**src/rtl/mem_pkg.sv**
```systemverilog
// Shared definitions for the MEM-stage cache controller: address map,
// cache field widths, FSM encoding and the latched request payload.
package mem_pkg;

    localparam int unsigned DATA_BASE = 1024;
    localparam int unsigned TAG_W     = 10;
    localparam int unsigned IDX_W     = 6;
    // Word address into cache/SRAM: {tag, index, offset}
    localparam int unsigned ADDR_W    = TAG_W + IDX_W + 1;
    localparam int unsigned DATA_W    = 32;
    localparam int unsigned LINE_W    = 2 * DATA_W;

    typedef enum logic [1:0] {
        IDLE    = 2'd0,
        RD_MISS = 2'd1,
        WR      = 2'd2
    } state_e;

    // Request captured when a miss or store is accepted
    typedef struct packed {
        logic [ADDR_W-1:0] addr;
        logic [DATA_W-1:0] wdata;
    } req_t;

endpackage

```
**src/rtl/cache_controller.sv**
```systemverilog
// Cache controller between the MEM stage and the 2-way data cache / SRAM
// controller. Read hits complete in the same cycle; read misses fetch a
// 64-bit line from SRAM and fill the cache; stores are write-through,
// no-write-allocate and drop the cached line. ready=0 freezes the pipeline.
//
// Ports:
//   clk, rst                 clock, asynchronous active-low reset
//   mem_r_en/mem_w_en        MEM stage load/store request
//   mem_addr/mem_wdata       byte address / store data
//   mem_rdata, ready         load data (combinational), pipeline stall
//   cache_addr               translated word address {tag, index, offset}
//   cache_rdata, cache_hit   combinational cache lookup result
//   cache_read_en            read-hit pulse (LRU update)
//   cache_write_en           line-fill pulse, data on cache_wdata
//   cache_invalid            store pulse, drops the line on a hit
//   sram_addr/sram_wdata     SRAM word address / store data
//   sram_re/sram_we          SRAM line read / word write, held until sram_ready
//   sram_rdata, sram_ready   SRAM line data / one-cycle completion
//   hit_count/miss_count     saturating read hit/miss counters
module cache_controller #(
    parameter int unsigned DATA_BASE = mem_pkg::DATA_BASE,
    parameter int unsigned CNT_W     = 16
) (
    input  logic                       clk,
    input  logic                       rst,
    input  logic                       mem_r_en,
    input  logic                       mem_w_en,
    input  logic [31:0]                mem_addr,
    input  logic [31:0]                mem_wdata,
    output logic [31:0]                mem_rdata,
    output logic                       ready,
    output logic [mem_pkg::ADDR_W-1:0] cache_addr,
    input  logic [31:0]                cache_rdata,
    input  logic                       cache_hit,
    output logic                       cache_read_en,
    output logic                       cache_write_en,
    output logic                       cache_invalid,
    output logic [63:0]                cache_wdata,
    output logic [mem_pkg::ADDR_W-1:0] sram_addr,
    output logic [31:0]                sram_wdata,
    output logic                       sram_re,
    output logic                       sram_we,
    input  logic [63:0]                sram_rdata,
    input  logic                       sram_ready,
    output logic [CNT_W-1:0]           hit_count,
    output logic [CNT_W-1:0]           miss_count
);

    import mem_pkg::ADDR_W;
    import mem_pkg::state_e;
    import mem_pkg::IDLE;
    import mem_pkg::RD_MISS;
    import mem_pkg::WR;
    import mem_pkg::req_t;

    state_e state_q, state_d;
    req_t   req_q;
    logic   latch_en;
    logic   hit_inc;
    logic   miss_inc;
    logic   rd_req;
    logic   wr_req;

    // Byte address to word address relative to the data segment
    logic [31:0] word_addr;
    logic        unused_word_hi;
    assign word_addr      = (mem_addr - 32'(DATA_BASE)) >> 2;
    assign cache_addr     = word_addr[ADDR_W-1:0];
    assign unused_word_hi = ^word_addr[31:ADDR_W];

    // Requests are ignored while reset is held so every output shows its reset value
    assign rd_req = rst & mem_r_en;
    assign wr_req = rst & mem_w_en;

    // State, latched request and counters
    always_ff @(posedge clk or negedge rst) begin
        if (!rst) begin
            state_q    <= IDLE;
            req_q      <= '0;
            hit_count  <= '0;
            miss_count <= '0;
        end else begin
            state_q <= state_d;
            if (latch_en) begin
                req_q.addr  <= cache_addr;
                req_q.wdata <= mem_wdata;
            end
            if (hit_inc && (hit_count != '1)) begin
                hit_count <= hit_count + CNT_W'(1);
            end
            if (miss_inc && (miss_count != '1)) begin
                miss_count <= miss_count + CNT_W'(1);
            end
        end
    end

    // Next-state and strobe decode
    always_comb begin
        state_d        = state_q;
        ready          = 1'b1;
        mem_rdata      = '0;
        cache_read_en  = 1'b0;
        cache_write_en = 1'b0;
        cache_invalid  = 1'b0;
        cache_wdata    = '0;
        sram_addr      = '0;
        sram_wdata     = '0;
        sram_re        = 1'b0;
        sram_we        = 1'b0;
        latch_en       = 1'b0;
        hit_inc        = 1'b0;
        miss_inc       = 1'b0;

        unique case (state_q)
            IDLE: begin
                // Store wins over a simultaneous load
                if (wr_req) begin
                    latch_en      = 1'b1;
                    cache_invalid = 1'b1;
                    ready         = 1'b0;
                    state_d       = WR;
                end else if (rd_req) begin
                    if (cache_hit) begin
                        mem_rdata     = cache_rdata;
                        cache_read_en = 1'b1;
                        hit_inc       = 1'b1;
                    end else begin
                        latch_en = 1'b1;
                        miss_inc = 1'b1;
                        ready    = 1'b0;
                        state_d  = RD_MISS;
                    end
                end
            end

            RD_MISS: begin
                // Fetch the whole line, so the offset bit is cleared
                sram_re   = 1'b1;
                sram_addr = {req_q.addr[ADDR_W-1:1], 1'b0};
                ready     = 1'b0;
                if (sram_ready) begin
                    cache_write_en = 1'b1;
                    cache_wdata    = sram_rdata;
                    mem_rdata      = req_q.addr[0] ? sram_rdata[63:32] : sram_rdata[31:0];
                    ready          = 1'b1;
                    state_d        = IDLE;
                end
            end

            WR: begin
                sram_we    = 1'b1;
                sram_addr  = req_q.addr;
                sram_wdata = req_q.wdata;
                ready      = 1'b0;
                if (sram_ready) begin
                    ready   = 1'b1;
                    state_d = IDLE;
                end
            end

            default: begin
                state_d = IDLE;
            end
        endcase
    end

endmodule

```
**config.mk**
```make
export PLATFORM = sky130hd
export DESIGN_NAME = cache_controller
export DESIGN_NICKNAME = d
export VERILOG_FILES = /design/src/rtl/mem_pkg.sv /design/src/rtl/cache_controller.sv
export SDC_FILE = /design/constraint.sdc
export NUM_CORES = 1
export LEC_CHECK = 0
export ABC_CLOCK_PERIOD_IN_PS = 4900
export BUFFER_PORTS_ARGS = -buffer_cell sky130_fd_sc_hd__buf_2
export CAP_MARGIN = 20
export CORE_AREA = 2 2 144 146
export CTS_CLUSTER_SIZE = 8
export DETAILED_ROUTE_END_ITERATION = 16
export DIE_AREA = 0 0 146 148
export SETUP_SLACK_MARGIN = 0.2
export SLEW_MARGIN = 20
export SYNTH_ARGS = -nofsm -noshare
export SYNTH_HDL_FRONTEND = slang
export SYNTH_SLANG_ARGS = --single-unit
```
**constraint.sdc**
```tcl
create_clock -name clk -period 4.9 [get_ports clk]
set_input_delay 0.245 -clock clk [delete_from_list [all_inputs] [get_ports clk]]
set_output_delay 0.245 -clock clk [all_outputs]
set_load 0.02 [all_outputs]
```
==> results of run 1 <==
## through the flow
step                cell area, µm²  setup slack (ns)
floorplan                     5214             2.868
CTS                           7503             1.710
global placement              7158             2.117
detailed placement            7158             2.087
global route                  7506             1.538
finish                        7506             1.808
## synthesized netlist by cell type, types with 2 or more instances
| cell | number | area (µm²) |
|---|---|---|
| nand4_1 | 13 | 81.33 |
| xor2_1 | 13 | 113.9 |
| nor3_1 | 5 | 25.02 |
| and4_1 | 4 | 35.03 |
| buf_4 | 8 | 60.06 |
| inv_1 | 6 | 22.52 |
| nand2_1 | 45 | 168.9 |
| dfrtp_1 | 83 | 2077 |
| nor4_2 | 2 | 25.02 |
| and2_1 | 49 | 306.5 |
| buf_2 | 6 | 30.03 |
| nand3_1 | 15 | 75.07 |
| mux2i_1 | 32 | 320.3 |
| xnor2_1 | 19 | 166.4 |
| o21ai_0 | 39 | 195.2 |
| a21oi_1 | 2 | 10.01 |
| and3_1 | 73 | 456.7 |
| nor2_1 | 10 | 37.54 |
| nor2b_1 | 2 | 12.51 |
| nor4_1 | 5 | 31.28 |
| nand2b_1 | 3 | 18.77 |
| mux2_2 | 52 | 585.6 |
| clkbuf_1 | 29 | 108.9 |
| ha_1 | 7 | 87.58 |
| nand3b_1 | 2 | 15.01 |
## cell families (layout without fill, tap and decap cells)
group,count (synthesis),count (layout),synth area share (%)
other,0,1,0
muxes,84,84,17.37
and+or+nand+nor,236,236,26.69
buffers and inverters,50,379,4.344
AOI/OAI and AO/OA,46,46,4.704
DFF,83,83,39.84
adders and majority gates,7,7,1.680
xor gates and xnor gates,32,32,5.376
## metal layers
| metal | up-vias | global-route usage [%] |
|---|---|---|
| met5 | - | 0 |
| met3 | 26 | 2.623 |
| met2 | 211 | 33.49 |
| li1 | 2538 | - |
| met4 | 0 | 6.262 |
| met1 | 2578 | 21.25 |
## power by group through the flow
stage               sequential (mW)  combinational (mW)  clock [mW]
floorplan                      1.06               0.937           0
global placement               1.11                1.35           0
detailed placement             1.12                1.36           0
CTS                            1.11                1.37       0.817
global route                   1.15                1.46       0.841
finish                         1.11                1.35       0.786
## critical path, cell delays in order (launching register included)
cell     delay (ns)
dfrtp_1        0.39
inv_1          0.11
ha_2           0.17
buf_4          0.43
nand2_1        0.74
o21ai_0        0.44
buf_2          0.22
## repair_timing
action,CTS,global route
buffers inserted,0,0
hold endpoints to repair,14,0
hold buffers,1,0
## flip-flops by register name (all words and copies together), names as in the netlist
register    cells
miss_count     16
hit_count      16
req_q          49
state_q         2
## worst max path at each step
stage / endpoint / slack, ns / cells after the start
3_5_place_dp: mem_rdata[10] / 2.09 / 6
2_1_floorplan: mem_rdata[11] / 2.87 / 7
3_3_place_gp: mem_rdata[10] / 2.12 / 6
4_1_cts: mem_rdata[10] / 1.71 / 6
5_1_grt: mem_rdata[4] / 1.54 / 6
6_report: mem_rdata[22] / 1.81 / 6
## layout by cell type, fill, tap and decap left out, types with 2 or more instances in the layout
cell type and instances:
and2_1 49, nand2b_1 3, nand3b_1 2, nor4_1 5, and3_1 73, buf_2 349, mux2i_1 32, nand2_1 45
clkbuf_1 3, nand3_1 15, clkbuf_16 9, nor2b_1 2, dfrtp_1 82, o21ai_0 39, nor4_2 2, bufinv_16 3
and4_1 4, nor3_1 5, nor2_1 9, xor2_1 13, buf_4 7, nand4_1 13, inv_1 6, xnor2_1 19
a21oi_1 2, mux2_2 52, ha_1 6
## final cells by class
type / instances / area (µm²)
well taps: 270 / 337.8
inverters: 6 / 22.52
repair buffers: 357 / 1809
diodes: 1 / 2.502
clock inverters: 4 / 98.84
flip-flops and latches: 83 / 2078
clock buffers: 12 / 236.5
multi-input cells: 405 / 2920
fillers: 2102 / 12530
==> flow_summary.json, run 1 <==
{
  "relSlewSlack_pct": 32.41,
  "pwr-share-clk_pct": 24.2,
  "pwr-share-seq_pct": 34.2,
  "drc": 0,
  "initial_core_util_pct": 26.02,
  "p_sw_share_pct": 37.84,
  "synth_edf_count": 0,
  "yosysWarnings": 0,
  "status": "finished, final reports clean",
  "drtPass1Iterations": 4,
  "worstSetupStartpoint": "state_q[1]$_DFFE_PN0P_",
  "met3_wirelength_um": 1029,
  "core-area_um2": 20040,
  "grt_antenna_before_repair": 5,
  "clock_path_buffers": 2,
  "grt_start_max_net_pins": 70,
  "htreeDepth": 3,
  "reg2reg_from": "state_q[0]$_DFFE_PN0P_",
  "syn_to_final_growth_pct": 43.96,
  "worstHoldPathType": "in -> reg",
  "top_layer": "met4",
  "final_cells": 1138,
  "slew_viol_final": 0,
  "finalClockSkew_ns": 0.01306,
  "worst-path-max-fanout": 67,
  "syn_avg_cell_area_um2": 9.691,
  "grt_first_pass_wirelength_um": 30260,
  "syn_nets": 711,
  "ant_nets": 0,
  "timing.hold.ws_ns": 0.1223,
  "routed_wl_um": 20180,
  "numPortBuffers": 350,
  "power.total_mw": 3.245,
  "min_period_over_period_pct": 63.09,
  "dr_wl_met2_um": 10680,
  "vias": 5353,
  "row_count": 52,
  "cts_made_buffers": 9,
  "synth_top_flop_cell": "dfrtp_1",
  "synth_area_um2": 5214,
  "drive_above_1_share_pct": 49.71,
  "hpwl_um": 15840,
  "power.density_nw_per_um2": 432.3,
  "period_needed_ns": 3.092,
  "grt-ovfl-total": 0,
  "comb_power_share_pct": 41.6,
  "p_leak_nw": 4.304,
  "final_hold_viol_count": 0,
  "clock-sinks": 83,
  "worst_setup_path_start_kind": "flop",
  "cts.clk_slew.worst_paths_ns": 0.07,
  "drt_iter0_drc": 161,
  "synth.yosys.seq_area_share_pct": 39.84,
  "cts_tree": "done",
  "clk_latency_ns": 0.35,
  "r2r-end": "hit_count[1]$_DFFE_PN0P_",
  "met1_length_um": 8035,
  "cts_root_buf": "clkbuf_16",
  "cp_data_required_time_ns": 4.66,
  "synth_cells": 538,
  "rsz0062_at_grt": "no",
  "critPathArrivalTime_ns": 2.85,
  "p_int_mw": 2.017,
  "gp_congestion": 0.8929,
  "dp_cells": 1120,
  "die_w_um": 146,
  "worstMarginPinSlew_ns": 1.011,
  "grt_pass1_vias": 5201,
  "setup_tns_ns": 0,
  "nNetsFinal": 1035,
  "worst-setup-path-type": "reg -> out",
  "die_y_um": 148,
  "grt.total_usage_pct": 18.04,
  "pin_count": 366,
  "wire_per_inst_um": 17.73,
  "worstHoldStart": "mem_wdata[3]",
  "ir_drop_v": 0.0002724,
  "ys_ff_latch": 83,
  "hold_depth": 2,
  "fmax_ghz": 0.3235,
  "setup_viol": 0,
  "min_to": "req_q[3]$_DFFE_PN0P_",
  "via_per_inst": 4.704,
  "die_area_um2": 21610,
  "switchingPower_mw": 1.228,
  "r2r_cells": 6,
  "r2r_slack_ns": 2.44,
  "cts_resized": 0,
  "synthDistinctLibCells": 39,
  "crit_path_end_kind": "output pin",
  "max-cap-violations": 0,
  "ys_async_sr_fraction_pct": 100.0,
  "utilization_pct": 37.46
}
(Power assumes the default switching activity.)
==> inputs of run 2 (changes only) <==
--- a/config.mk
+++ b/config.mk
@@ -5,7 +5,8 @@
 export SDC_FILE = /design/constraint.sdc
 export NUM_CORES = 1
 export LEC_CHECK = 0
-export ABC_CLOCK_PERIOD_IN_PS = 4900
+export ABC_AREA = 1
+export ABC_CLOCK_PERIOD_IN_PS = 2500
 export BUFFER_PORTS_ARGS = -buffer_cell sky130_fd_sc_hd__buf_2
 export CAP_MARGIN = 20
 export CORE_AREA = 2 2 144 146
==> constraint.sdc (replaced) <==
create_clock -name clk -period 2.5 [get_ports clk]
set_input_delay 0.125 -clock clk [delete_from_list [all_inputs] [get_ports clk]]
set_output_delay 0.125 -clock clk [all_outputs]
set_load 0.02 [all_outputs]
==> run 2 against run 1 <==
  * Design area is 12% higher
  * Routed wire length is 8.7% higher
  * Sequential share of layout area is 2.9 points lower
  * Worst hold slack worse by 0.12 ns
  * First-iteration DRC count is 11% higher
  * Via count is 29% higher
  * Clock skew is 0.0045 ns lower
  * Register-to-register slack worse by 1.9 ns
  * Non-clock buffer count is 36 higher
  * Global-route usage is 1.5 points higher
==> flow_summary.json, run 2 <==
{
  "status": "finished, final reports clean",
  "ant_nets": 0,
  "drc": 0,
  "die_area_um2": 21610,
  "seq_area_um2": 2078,
  "gp_congestion": 0.8452,
  "cts_made_buffers": 9,
  "period_needed_ns": 2.110,
  "finalClockSkew_ns": 0.008532,
  "row_count": 52,
  "syn_avg_cell_area_um2": 6.133,
  "max-cap-violations": 0,
  "r2r-end": "miss_count[6]$_DFFE_PN0P_",
  "worst-path-max-fanout": 38,
  "crit_path_end_kind": "output pin",
  "power.density_nw_per_um2": 843.5,
  "die_w_um": 146,
  "cp_data_required_time_ns": 2.38,
  "core-area_um2": 20040,
  "final_cell_mix": "360 x nand2_1, 349 x buf_2, 150 x inv_1",
  "min_period_over_period_pct": 84.38,
  "ys_async_sr_fraction_pct": 100.0,
  "die_y_um": 148,
  "syn_nets": 1107,
  "multiInputGateArea_um2": 2882,
  "r2r_cells": 6,
  "synth_top_flop_cell": "dfrtp_1",
  "cts_tree": "done",
  "r2r_slack_ns": 0.58,
  "clock-sinks": 83,
  "drtPass1Iterations": 4,
  "largest_reg_flops": 49,
  "reg.largest.list": "req_q x49, hit_count x16, miss_count x16",
  "routed_wl_um": 21930,
  "switchingPower_mw": 3.278,
  "worst_setup_path_start_kind": "flop",
  "cts_root_buf": "clkbuf_16",
  "synth_edf_count": 0,
  "critPathArrivalTime_ns": 1.98,
  "rsz0062_at_grt": "no",
  "drt_iter0_drc": 178,
  "top_register": "req_q",
  "grt.total_usage_pct": 19.52,
  "grt_first_pass_wirelength_um": 33590,
  "synthDistinctLibCells": 28,
  "final_common_cell": "nand2_1",
  "final_hold_viol_count": 0,
  "p_int_mw": 3.801,
  "ir_drop_v": 0.0004457,
  "relSlewSlack_pct": 37.45,
  "worstSetupStartpoint": "state_q[0]$_DFFE_PN0P_",
  "comb_power_share_pct": 48.3,
  "p_sw_share_pct": 46.30,
  "vias": 6920,
  "wire_per_inst_um": 13.96,
  "power.total_mw": 7.079,
  "pwr-share-clk_pct": 20.1,
  "clk_latency_ns": 0.34,
  "synth.yosys.seq_area_share_pct": 36.26,
  "synth_area_leader_cell": "dfrtp_1",
  "setup_viol": 0,
  "synth_top_cell_area_share_pct": 36.26,
  "grt_pass1_vias": 6505,
  "setup_tns_ns": 0,
  "p_leak_nw": 5.285,
  "numPortBuffers": 350,
  "synthTopCellsByCount": "362 x nand2_1, 150 x inv_1, 125 x nor2_1",
  "fmax_ghz": 0.4740,
  "postCtsSetupBuffers": 0,
  "worst-setup-path-type": "reg -> out",
  "synth_most_common_cell": "nand2_1",
  "fillers": 2227,
  "cts.clk_slew.worst_paths_ns": 0.06,
  "yosys-top-cells-area": "dfrtp_1 36%, nand2_1 24%, inv_1 9.8%",
  "ys_ff_latch": 83,
  "syn_to_final_growth_pct": 46.53,
  "reg2reg_from": "miss_count[0]$_DFFE_PN0P_",
  "yosysWarnings": 0,
  "synth_cells": 934,
  "initial_core_util_pct": 28.58,
  "worstMarginPinSlew_ns": 0.9382,
  "grt_antenna_before_repair": 7,
  "nNetsFinal": 1463,
  "critPathCapture": "mem_rdata[30]",
  "drive_above_1_share_pct": 30.27,
  "htreeDepth": 3,
  "grt_start_max_net_pins": 64,
  "worstHoldPathType": "in -> reg",
  "pin_count": 366,
  "pwr-share-seq_pct": 31.6,
  "clock_path_buffers": 2,
  "hpwl_um": 16690,
  "via_per_inst": 4.405,
  "grt-ovfl-total": 0,
  "synth_area_um2": 5728,
  "slew_viol_final": 0
}
-- run 2: cell count changes in the layout (fill, tap and decap cells not counted), sizes merged, moves of 8 or more --
cell | previous run | this run
and3 | 73 | 0
nor2 | 10 | 130
mux2i | 32 | 0
xnor2 | 19 | 11
dlygate4sd3 | 1 | 34
a21oi | 2 | 33
inv | 7 | 152
and2 | 49 | 0
nor4 | 8 | 0
mux2 | 52 | 0
o21ai | 39 | 64
nand2 | 45 | 364
-- run 2: worst max-delay path, cell delays in order, from the launching register on --
cell and delay, ns:
dfrtp_1 0.44, inv_1 0.11, ha_1 0.19, nand2_2 0.13
nor3_4 0.17, buf_12 0.23, nand2_1 0.07, nand2_1 0.06
buf_2 0.23
-- run 2: logic make-up after synthesis --
kind of cell / count (synthesis) / share of synthesized area [%]
simple gates: 527 / 36.11
compound gates: 98 / 8.912
flops: 83 / 36.26
xor+xnor: 19 / 2.905
fa+ha+maj: 7 / 1.529
buf+inv: 200 / 14.29
-- run 2: stage by stage --
stage               worst slack (ns)  area (µm²)  hold WS (ns)  instances  utilization, %
floorplan                     0.7006        5728       -0.1706        934               -
detailed placement            0.5648        7696        0.1936       1515           38.41
CTS                           0.2151        8354      0.001469       1565           41.69
global placement              0.6177        7696        0.1860       1515           38.41
finish                        0.3905        8393      0.004615       1571           41.88
global route                  0.2200        8383       0.01182       1567           41.83
-- run 2: power groups by stage --
| stage | combinational (mW) | sequential (mW) | clock, mW |
|---|---|---|---|
| global route | 3.79 | 2.32 | 1.52 |
| finish | 3.42 | 2.24 | 1.42 |
| floorplan | 2.22 | 2.15 | 0 |
| global placement | 3.33 | 2.24 | 0 |
| detailed placement | 3.36 | 2.25 | 0 |
| CTS | 3.42 | 2.23 | 1.47 |
-- run 2: how the worst min path moves through the flow --
stage,depth (start not counted),from,end
after CTS,3,mem_wdata[9],req_q[9]$_DFFE_PN0P_
after detailed placement,2,rst,state_q[0]$_DFFE_PN0P_
after global routing,3,mem_wdata[16],req_q[16]$_DFFE_PN0P_
after floorplan,0,rst,hit_count[0]$_DFFE_PN0P_
after global placement,2,rst,state_q[0]$_DFFE_PN0P_
final,3,mem_wdata[9],req_q[9]$_DFFE_PN0P_
-- run 2: repair_timing --
| item | in CTS | in global routing |
|---|---|---|
| endpoints found under the setup margin | 9 | 27 |
| hold endpoints to repair | 57 | 0 |
| resized for setup | 1 | 4 |
| hold buffers | 34 | 0 |
-- run 2: metal layers --
metal,GRT usage (%),wire [µm],vias up
li1,-,-,3494
met1,22.28,8867,3161
met2,34.98,10850,234
met3,6.080,1775,29
met4,6.068,425,2
met5,0,8,-
-- run 2: layout make-up --
| cell class | instances | area share [%] |
|---|---|---|
| Timing Repair Buffer | 393 | 26.21 |
| Antenna cell | 6 | 0.1789 |
| Clock buffer | 11 | 2.773 |
| Tap cell | 270 | 4.025 |
| Inverter | 152 | 6.798 |
| Multi-Input combinational cell | 651 | 34.33 |
| Clock inverter | 5 | 0.9243 |
| Sequential cell | 83 | 24.76 |
==> inputs of run 3 (changes only) <==
--- a/config.mk
+++ b/config.mk
@@ -6,7 +6,7 @@
 export NUM_CORES = 1
 export LEC_CHECK = 0
 export ABC_AREA = 1
-export ABC_CLOCK_PERIOD_IN_PS = 2500
+export ABC_CLOCK_PERIOD_IN_PS = 1910
 export BUFFER_PORTS_ARGS = -buffer_cell sky130_fd_sc_hd__buf_2
 export CAP_MARGIN = 20
 export CORE_AREA = 2 2 144 146
==> constraint.sdc (replaced) <==
create_clock -name clk -period 1.91 [get_ports clk]
set_input_delay 0.0955 -clock clk [delete_from_list [all_inputs] [get_ports clk]]
set_output_delay 0.0955 -clock clk [all_outputs]
set_load 0.02 [all_outputs]
==> run 3 against run 2 <==
  * The run now ends with negative setup slack left
  * Register-to-register slack got worse by 0.55 ns
  * Sequential share of layout area down 7.0 points
  * Power grew 88%
  * Core utilization grew 17 points
  * Global-route usage rose by 2.8 points
  * Design area grew 39%
  * Routed wire length up 32%
  * Via count increased by 13%
  * Largest cell class is now non-clock buffers
==> flow_summary.json, run 3 (synthesis results as in run 2) <==
{
  "status": "finished with violations",
  "failed_checks": "negative setup slack",
  "hpwl_um": 16690,
  "drtPass1Iterations": 5,
  "grt-ovfl-total": 0,
  "timing.hold.ws_ns": 0.04001,
  "worst_setup_path_start_kind": "flop",
  "comb_power_share_pct": 64.5,
  "critPathArrivalTime_ns": 1.96,
  "max-cap-violations": 0,
  "grt_antenna_before_repair": 9,
  "routed_wl_um": 28840,
  "gp_congestion": 0.9204,
  "period_needed_ns": 2.055,
  "worstHoldPathType": "in -> reg",
  "setup_viol": 57,
  "pwr-share-clk_pct": 13.4,
  "switchingPower_mw": 6.086,
  "cts_root_buf": "clkbuf_16",
  "worstMarginPinSlew_ns": 0.4558,
  "nNetsFinal": 1542,
  "p_leak_nw": 6.377,
  "final_common_cell": "nand2_1",
  "p_sw_share_pct": 45.73,
  "top_register": "req_q",
  "r2r_slack_ns": 0.03,
  "grt_start_max_net_pins": 82,
  "reg.largest.list": "req_q x49, hit_count x16, miss_count x16",
  "crit_chain": "inv_2, ha_4, buf_6, nand2_8, buf_12, buf_12, a21oi_4, o21ai_2, nand2_2, buf_6",
  "crit_slowest_cell": "dfrtp_1",
  "relSlewSlack_pct": 69.61,
  "path_buf_inv": 5,
  "worst-setup-path-type": "reg -> out",
  "htreeDepth": 3,
  "cts_tree": "done",
  "ant_nets": 0,
  "power.density_nw_per_um2": 1138,
  "fillers": 1681,
  "drc": 0,
  "cp_data_required_time_ns": 1.81,
  "die_w_um": 146,
  "initial_core_util_pct": 28.58,
  "grt.total_usage_pct": 22.37,
  "crit_family": "buffers and inverters",
  "via_per_inst": 4.717,
  "core-area_um2": 20040,
  "numPortBuffers": 350,
  "clk_latency_ns": 0.35,
  "worst-path-max-fanout": 7,
  "dp_slack_ns": 0.04105,
  "ir_drop_v": 0.0006398,
  "finalClockSkew_ns": 0.005411,
  "crit_path_max_incr_delay_ns": 0.40,
  "drive_above_1_share_pct": 50.00,
  "rsz0062_at_grt": "yes",
  "fmax_ghz": 0.4865,
  "row_count": 52,
  "p_int_mw": 7.224,
  "clock_path_buffers": 2,
  "cts.clk_slew.worst_paths_ns": 0.06,
  "largest_reg_flops": 49,
  "die_area_um2": 21610,
  "syn_to_final_growth_pct": 104.3,
  "min_period_over_period_pct": 107.6,
  "pwr-share-seq_pct": 22.1,
  "grt_first_pass_wirelength_um": 38400,
  "crit_path_end_kind": "output pin",
  "vias": 7793,
  "die_y_um": 148,
  "pin_count": 366,
  "wire_per_inst_um": 17.46,
  "cts_made_buffers": 9,
  "final_hold_viol_count": 0,
  "grt_pass1_vias": 7292,
  "setup_ws_ns": -0.1454,
  "drt_iter0_drc": 299,
  "clock-sinks": 83,
  "slew_viol_final": 0,
  "final_cell_mix": "283 x nand2_1, 202 x buf_2, 167 x buf_6"
}
## run 3: cell types whose count changed in the layout (fill, tap and decap cells not counted), sizes merged
| cell | previous run | this run |
|---|---|---|
| buf | 359 | 423 |
| bufinv | 2 | 1 |
| clkbuf | 11 | 18 |
| clkinv | 2 | 4 |
| diode | 6 | 8 |
| dlygate4sd3 | 34 | 39 |
| inv | 152 | 154 |
## run 3: final cells by class
cell class	count	area (µm²)	area share (%)
diodes	8	20.02	0.1711
clock inverters	5	52.55	0.4491
flip-flops and latches	83	2079	17.77
repair buffers	469	4358	37.25
repair inverters	3	26.28	0.2246
multi-input cells	651	3995	34.15
well taps	270	337.8	2.887
inverters	152	588.1	5.026
clock buffers	11	242.7	2.075
## run 3: power groups by stage
stage          logic, mW  clock network [mW]  registers (mW)
3_5_place_dp        4.72                   0            2.79
4_1_cts             6.65                1.82            2.75
6_report            8.59                1.78            2.95
3_3_place_gp        4.67                   0            2.76
5_1_grt             9.07                1.91            3.02
2_1_floorplan       2.91                   0            2.82
## run 3: tightest hold or removal path, cell delays in order
cell     delay, ns
buf_2         0.13
nand2_1       0.05
o21ai_0       0.07
## run 3: stage by stage
stage	instance area (µm²)	setup TNS, ns	total power, mW	cells	util, %
final	11700	-3.221	13.31	1652	58.39
after global routing	11700	-8.147	14.00	1651	58.37
after CTS	10250	-1.023	11.22	1618	51.15
after detailed placement	7801	0	7.503	1525	38.93
after global placement	7801	0	7.429	1525	38.93
after floorplan	5736	0	5.729	934	-
## run 3: timing repair
action | CTS | global route
pin swaps | 28 | 67
buffers inserted | 28 | 13
endpoints found under the setup margin | 203 | 224
gates resized for setup | 367 | 363
endpoints found under the hold margin | 121 | 0
cloned | 10 | 13
hold buffers | 39 | 0
## run 3: metal layers
layer / routed length, µm / vias up / global-route usage [%]
li1: - / 3663 / -
met1: 10880 / 3678 / 25.21
met2: 14500 / 347 / 38.87
met3: 1983 / 103 / 5.648
met4: 1463 / 2 / 12.33
met5: 13 / - / 0
## run 3: path summary, 6_finish.rpt
kind / endpoint / cells past startpoint / start
worst max-delay path: mem_rdata[28] / 10 / state_q[1]$_DFFE_PN0P_
worst min-delay path: req_q[32]$_DFFE_PN0P_ / 3 / mem_addr[2]
worst max register to register: hit_count[4]$_DFFE_PN0P_ / 13 / state_q[0]$_DFFE_PN0P_
worst min register to register: req_q[48]$_DFFE_PN0P_ / 2 / req_q[48]$_DFFE_PN0P_
max in group asynchronous: req_q[32]$_DFFE_PN0P_ / 3 / rst
min in group asynchronous: state_q[1]$_DFFE_PN0P_ / 2 / rst
